[config.mk]
export PLATFORM = sky130hd
export DESIGN_NAME = capture_readout_flat
export DESIGN_NICKNAME = d
export VERILOG_FILES = /design/src/rtl/capture_readout_pkg.sv /design/src/rtl/capture_readout_if.sv /design/src/rtl/capture_readout.sv /design/src/flat_wrapper.sv
export SDC_FILE = /design/constraint.sdc
export NUM_CORES = 1
export LEC_CHECK = 0
export ABC_AREA = 1
export CORE_ASPECT_RATIO = 1.2
export CORE_MARGIN = 2
export CORE_UTILIZATION = 55
export DETAILED_ROUTE_END_ITERATION = 7
export HOLD_SLACK_MARGIN = 0.15
export PLACE_DENSITY = 0.84
export SKIP_CTS_REPAIR_TIMING = 1
export SYNTH_ARGS = -nofsm -noshare
export SYNTH_HDL_FRONTEND = slang
export SYNTH_SLANG_ARGS = --single-unit
export TNS_END_PERCENT = 20
[constraint.sdc]
create_clock -name clk -period 3.7 [get_ports clk]
set_input_delay 0.555 -clock clk [delete_from_list [all_inputs] [get_ports clk]]
set_output_delay 0.555 -clock clk [all_outputs]
set_load 0.1 [all_outputs]
[src/rtl/capture_readout_pkg.sv]
// Shared definitions for the capture RAM readout path: FSM state encoding and
// RAM read latency, also used by the capture writer and register file.
package capture_readout_pkg;

  typedef logic [2:0] state_t;

  localparam state_t StIdle  = 3'd0;
  localparam state_t StFetch = 3'd1;
  localparam state_t StLatch = 3'd2;
  localparam state_t StSend  = 3'd3;
  localparam state_t StDone  = 3'd4;

  // Capture RAM port B returns data this many cycles after ram_en.
  localparam int unsigned RamRdLatency = 1;

endpackage

[src/rtl/capture_readout_if.sv]
// Capture RAM read port plus the byte stream towards the link transmitter.
// master = readout engine, slave = RAM/transmitter side.
interface capture_readout_if #(
  parameter int unsigned ADDR_WIDTH = 18,
  parameter int unsigned DATA_WIDTH = 8
);

  logic                  ram_en;
  logic [ADDR_WIDTH-1:0] ram_addr;
  logic [DATA_WIDTH-1:0] ram_data;
  logic [DATA_WIDTH-1:0] out_data;
  logic                  out_valid;
  logic                  out_ready;

  modport master (
    output ram_en,
    output ram_addr,
    input  ram_data,
    output out_data,
    output out_valid,
    input  out_ready
  );

  modport slave (
    input  ram_en,
    input  ram_addr,
    output ram_data,
    input  out_data,
    output out_ready,
    input  out_valid
  );

endinterface

[src/rtl/capture_readout.sv]
// Drains the capture RAM after a stop: reads `count` samples from a circular buffer
// starting at start_addr and streams them out one beat per sample.
module capture_readout
  import capture_readout_pkg::*;
#(
  parameter int unsigned ADDR_WIDTH = 18,
  parameter int unsigned DATA_WIDTH = 8
) (
  input  logic                  clk,
  input  logic                  reset,
  input  logic                  start,
  input  logic                  abort,
  input  logic [ADDR_WIDTH-1:0] start_addr,
  input  logic [ADDR_WIDTH:0]   count,
  output logic                  busy,
  output logic                  done,
  capture_readout_if.master     bus
);

  localparam logic [ADDR_WIDTH-1:0] AddrOne = ADDR_WIDTH'(1);
  localparam logic [ADDR_WIDTH:0]   RemOne  = (ADDR_WIDTH + 1)'(1);

  state_t                  state_q, state_d;
  logic [ADDR_WIDTH-1:0]   addr_q, addr_d;
  logic [ADDR_WIDTH-1:0]   ram_addr_q, ram_addr_d;
  logic [ADDR_WIDTH:0]     remaining_q, remaining_d;
  logic [DATA_WIDTH-1:0]   out_data_q, out_data_d;
  logic                    out_valid_q, out_valid_d;
  logic                    ram_en_q, busy_q, done_q;
  logic                    xfer;

  assign xfer = out_valid_q & bus.out_ready;

  always_comb begin
    state_d     = state_q;
    addr_d      = addr_q;
    ram_addr_d  = ram_addr_q;
    remaining_d = remaining_q;
    out_data_d  = out_data_q;
    out_valid_d = out_valid_q;

    // Abort overrides every transition; a beat accepted this cycle is simply gone.
    if (abort && (state_q != StIdle)) begin
      state_d     = StIdle;
      out_valid_d = 1'b0;
    end else begin
      case (state_q)
        StIdle: begin
          if (start && !abort) begin
            addr_d      = start_addr;
            remaining_d = count;
            if (count == '0) begin
              state_d = StDone;
            end else begin
              state_d    = StFetch;
              ram_addr_d = start_addr;
            end
          end
        end
        StFetch: begin
          state_d = StLatch;
        end
        StLatch: begin
          out_data_d  = bus.ram_data;
          out_valid_d = 1'b1;
          addr_d      = addr_q + AddrOne;
          remaining_d = remaining_q - RemOne;
          state_d     = StSend;
        end
        StSend: begin
          if (xfer) begin
            out_valid_d = 1'b0;
            if (remaining_q == '0) begin
              state_d = StDone;
            end else begin
              state_d    = StFetch;
              ram_addr_d = addr_q;
            end
          end
        end
        StDone: begin
          state_d = StIdle;
        end
        default: begin
          state_d     = StIdle;
          out_valid_d = 1'b0;
        end
      endcase
    end
  end

  always_ff @(posedge clk or posedge reset) begin
    if (reset) begin
      state_q     <= StIdle;
      addr_q      <= '0;
      ram_addr_q  <= '0;
      remaining_q <= '0;
      out_data_q  <= '0;
      out_valid_q <= 1'b0;
      ram_en_q    <= 1'b0;
      busy_q      <= 1'b0;
      done_q      <= 1'b0;
    end else begin
      state_q     <= state_d;
      addr_q      <= addr_d;
      ram_addr_q  <= ram_addr_d;
      remaining_q <= remaining_d;
      out_data_q  <= out_data_d;
      out_valid_q <= out_valid_d;
      // Status outputs are registered copies of the next state.
      ram_en_q    <= (state_d == StFetch);
      busy_q      <= (state_d != StIdle);
      done_q      <= (state_d == StDone);
    end
  end

  assign bus.ram_en    = ram_en_q;
  assign bus.ram_addr  = ram_addr_q;
  assign bus.out_data  = out_data_q;
  assign bus.out_valid = out_valid_q;
  assign busy          = busy_q;
  assign done          = done_q;

endmodule

[src/flat_wrapper.sv]
// flat-port wrapper written by rule: the top's interface ports become plain ports
module capture_readout_flat import capture_readout_pkg::*;
#(
  parameter int unsigned ADDR_WIDTH = 18,
  parameter int unsigned DATA_WIDTH = 8
)
  (clk, reset, start, abort, start_addr, count, busy, done, bus_ram_en, bus_ram_addr, bus_ram_data, bus_out_data, bus_out_valid, bus_out_ready);
  capture_readout_if #(.ADDR_WIDTH(ADDR_WIDTH), .DATA_WIDTH(DATA_WIDTH)) bus_i ();
  input  logic clk;
  input  logic reset;
  input  logic start;
  input  logic abort;
  input  logic [ADDR_WIDTH-1:0] start_addr;
  input  logic [ADDR_WIDTH:0] count;
  output logic busy;
  output logic done;
  output wire logic [$bits(bus_i.ram_en)-1:0] bus_ram_en;
  output wire logic [$bits(bus_i.ram_addr)-1:0] bus_ram_addr;
  input wire logic [$bits(bus_i.ram_data)-1:0] bus_ram_data;
  output wire logic [$bits(bus_i.out_data)-1:0] bus_out_data;
  output wire logic [$bits(bus_i.out_valid)-1:0] bus_out_valid;
  input wire logic [$bits(bus_i.out_ready)-1:0] bus_out_ready;
  assign bus_ram_en = bus_i.ram_en;
  assign bus_ram_addr = bus_i.ram_addr;
  assign bus_i.ram_data = bus_ram_data;
  assign bus_out_data = bus_i.out_data;
  assign bus_out_valid = bus_i.out_valid;
  assign bus_i.out_ready = bus_out_ready;
  capture_readout #(.ADDR_WIDTH(ADDR_WIDTH), .DATA_WIDTH(DATA_WIDTH)) u_core (.clk(clk), .reset(reset), .start(start), .abort(abort), .start_addr(start_addr), .count(count), .busy(busy), .done(done), .bus(bus_i));
endmodule
==> summary by stage <==
Outcome
The flow ran to the end, and the final reports show no timing, DRC or antenna violations.

GRT
Entering global routing, the biggest net connects 45 pins. The number of global-route vias before repair was 3953. The first global-routing pass estimated 18000 um of wire. For this run, the total global-route usage over all layers was measured as 26.3%. The number of antenna violations at the first check in global routing is 0. The met2 usage in global routing is 44.6%. The most congested layer reported by global routing is met2. For this run, global-route usage on met1 was measured as 33.8%. In the global route stage, met3 resource usage came out at 2.96%. The sum of overflow across all layers after global routing is 0.

Pwr
The proportion of power drawn by the clock network is 13.7%. Per report_power, the combinational group accounts for 58.7% of the total. Cell internal power was estimated by the tool at 2.31 mW. Dividing total power by cell area gives a power density of 977 mW/mm2. The worst supply voltage drop on vdd is 806 uV. In this run, flip-flops and latches consume 27.6% of the power. For this design the total switching power over the nets is 2.84 mW.

Summed over all cells, the static leakage comes to 2.50 nW. The net switching share of the total power is 55.1%.

STA
The ratio of final minimum period to clock period is 65.4%. The number of failing setup endpoints in the final timing report is 0. The transition time at the pin with the least slew margin is 0.998 ns. The post-route worst setup slack is 1.28 ns. The number of slew-limit violations in the final report is 0. Derived from the worst setup path, the maximum achievable clock frequency is 413 MHz.

The worst pin sits at a relative slew slack of 33.3%. Setup repair after global routing left no endpoint under its margin. Across the routed clock network, the largest skew measured is 0.0107 ns. After layout, the minimum clock period comes to 2.42 ns. The count of final hold-check violations came to 0. The total negative slack for setup checks is 0 ns.

Setup path
The cell at the slowest stage of the critical path is clkdlybuf4s50_1. At the worst endpoint, the arrival time is 1.86 ns. The setup path with the least slack is of type reg -> out. The launching element type of the critical path is a flip-flop.

The signal on the critical path passes through clkdlybuf4s50_1. The required time at the endpoint of the critical path is 3.14 ns. On the critical path the largest part of the delay comes from buffers and inverters. The stage delay of the slowest cell on the critical path is 1.14 ns.

STA classifies the critical path endpoint as an output port. The biggest fanout along the worst timing path is 3. The number of buffers and inverters on the critical path is 1.

Die
From left edge to right edge, the die measures 84.0 um. The die area is 0.00840 mm2. The starting density of the core is 55.8%.

Measured along the y axis, the die boundary spans 100 um. The standard cell core area is 0.00758 mm2. In this run the core area contains 35 standard-cell rows. 80 I/O pins were placed.

CTS
The CTS tree is yes. Buffers inserted during clock tree synthesis total 9. The buffer depth of the longest clock path is 2.

The root buffer cell chosen for the clock tree is clkbuf_8. Clock-pin slew was measured on the worst setup and hold paths at 0.08 ns. The clock latency reported for the late side of the worst-skew pair is 0.35 ns. The H-tree depth is 3. The number of clock sinks is 70.

Final layout
The number of antenna cells inserted is 0. At the end of the flow, the number of nets in the layout was 730. Counting the fill cells in the layout gives 646. Once layout is complete, the cells apart from fillers number 775. The post-route netlist has 6.30% of its cells at a drive strength greater than 1.

The signed area change from the synthesized netlist to the final layout is 24.6%.

Logic synthesis
The number of synthesized flops with an enable pin is 0. Among all cell types in the netlist, the one instantiated most often is nand2_1. Summed over its instances, the top area cell type makes up 41.5% of the synthesized netlist area. The proportion of synthesized chip area in sequential cells is 41.5%. The synthesized net count is 660. Of all cell types, the one taking the most synthesized area is dfrtp_1. The fraction of synthesis flops using an asynchronous set or reset pin is 100%. Synthesis instantiated 35 different standard cells from the library.

The synthesized design contains 70 register bits. In this run the cell area of the synthesized design comes to 0.00423 mm2. The commonest cells after synthesis are 197 x nand2_1, 70 x dfrtp_1, 64 x nor2_1. During synthesis, Yosys emitted a total of 0 warnings. In the post-synthesis netlist, the biggest area contributors are dfrtp_1 41%, nand2_1 18%, o21ai_0 6.3%. The mean area per synthesized cell is 6.95 um2. The number of instances in the synthesized netlist is 608. In the synthesized netlist the dominant register cell turns out to be dfrtp_1.

Place
The half-perimeter wire length of the detailed placement result is 7650 um. The number of cells in the design after placement is 759. OpenSTA, run right after detailed placement, puts the worst setup slack at 1.19 ns. The routability-driven placement congestion ratio is 0.893. In this run the tool buffered the top-level ports with 79 buffer cells.

Min path
The type of the most critical hold path is reg -> reg.

Job
Across the run, the number of max-cap violations was 0.

Detailed routing
The detailed-route vias per instance is 5.51. The average detailed-routed wire length per instance is 13.8 um. The total number of vias is 4269.

The routed design has 10700 um of wire. For this run, the detailed router's first-pass iteration total came to 5. The antenna violation net count after detailed routing is 0. The first routing iteration left 292 violations. After detailed routing, the number of remaining DRC violations is 0.
[cells in the final DEF, fill, tap and decap left out, types with 4 or more instances in the layout]
cell type / netlist / routed
xor2_1: 5 / 5
buf_4: 2 / 6
o211ai_1: 5 / 5
inv_1: 56 / 55
clkbuf_8: 0 / 10
nand3_1: 36 / 36
a21oi_1: 25 / 25
o21bai_1: 4 / 4
nor2_4: 4 / 4
clkdlybuf4s50_1: 0 / 79
nor3_1: 4 / 4
dfrtp_1: 70 / 70
nor2_1: 64 / 64
o21ai_1: 4 / 4
nand4_1: 26 / 26
nor2_2: 6 / 6
o21ai_0: 53 / 53
nand2_1: 197 / 197
[power groups by stage]
stage | Combinational, mW | Sequential (mW) | Clock [mW]
2_1_floorplan | 1.32 | 2.43 | 0
3_3_place_gp | 2.93 | 1.41 | 0
3_5_place_dp | 3.00 | 1.42 | 0
4_1_cts | 3.01 | 1.41 | 0.707
5_1_grt | 3.27 | 1.47 | 0.738
6_report | 3.02 | 1.42 | 0.703
[tightest hold or removal path, delay by kind of cell, from the launching register on]
family	cells	cell delay (ns)
simple gates	2	0.09
flops	1	0.34
[per-layer routing]
layer | share of wire (%) | vias to the layer above
met4 | 2.9 | 0
met1 | 43 | 1994
li1 | - | 2106
met5 | 0 | -
met2 | 49 | 142
met3 | 4.6 | 27
[stage by stage]
stage	power (mW)	utilization [%]	cell area [um2]	hold slack (ns)
detailed placement	4.43	66.5	5040	0.458
finish	5.14	69.5	5260	0.471
CTS	5.13	69.5	5260	0.475
global route	5.48	69.5	5260	0.497
global placement	4.34	66.5	5040	0.453
floorplan	3.75	-	4230	0.459
[cells by family after synthesis]
group / Yosys count / share of synthesized area (%)
AND/OR/NAND/NOR: 348 / 36.0
AO/OA/AOI/OAI: 97 / 12.3
buffers and inverters: 85 / 8.44
flip-flops: 70 / 41.5
XOR/XNOR: 6 / 1.24
adder cells (fa/ha/maj): 2 / 0.592
[flip-flops by register name, summed over array words and instances, names as in the netlist]
signal,cells
u_core.remaining_q,19
u_core.bus.ram_addr,18
u_core.bus.out_data,8
u_core.busy,1
u_core.bus.out_valid,1
u_core.done,1
u_core.state_q,3
u_core.addr_q,18
u_core.bus.ram_en,1
[worst paths after layout]
path | to | start | slack (ns) | cells past startpoint
min in group asynchronous | u_core.state_q[2] | reset | 0.51 | 2
min | u_core.bus.ram_addr[4] | u_core.bus.ram_addr[4] | 0.47 | 2
max | bus_out_valid | u_core.bus.out_valid | 1.28 | 1
max reg2reg | u_core.addr_q[9] | u_core.state_q[2] | 1.57 | 9
max in group asynchronous | u_core.addr_q[8] | reset | 2.46 | 3
min reg2reg | u_core.bus.ram_addr[4] | u_core.bus.ram_addr[4] | 0.47 | 2
[layout make-up]
class / count / area (um2) / share of cell area [%]
multi-input combinational: 453 / 2120 / 40.2
sequential: 70 / 1750 / 33.3
timing repair buffer: 85 / 836 / 15.9
inverter: 59 / 221 / 4.21
clock buffer: 11 / 141 / 2.69
tap: 92 / 115 / 2.19
clock inverter: 5 / 81.3 / 1.55
No activity file was read; power rests on OpenSTA's default activity.
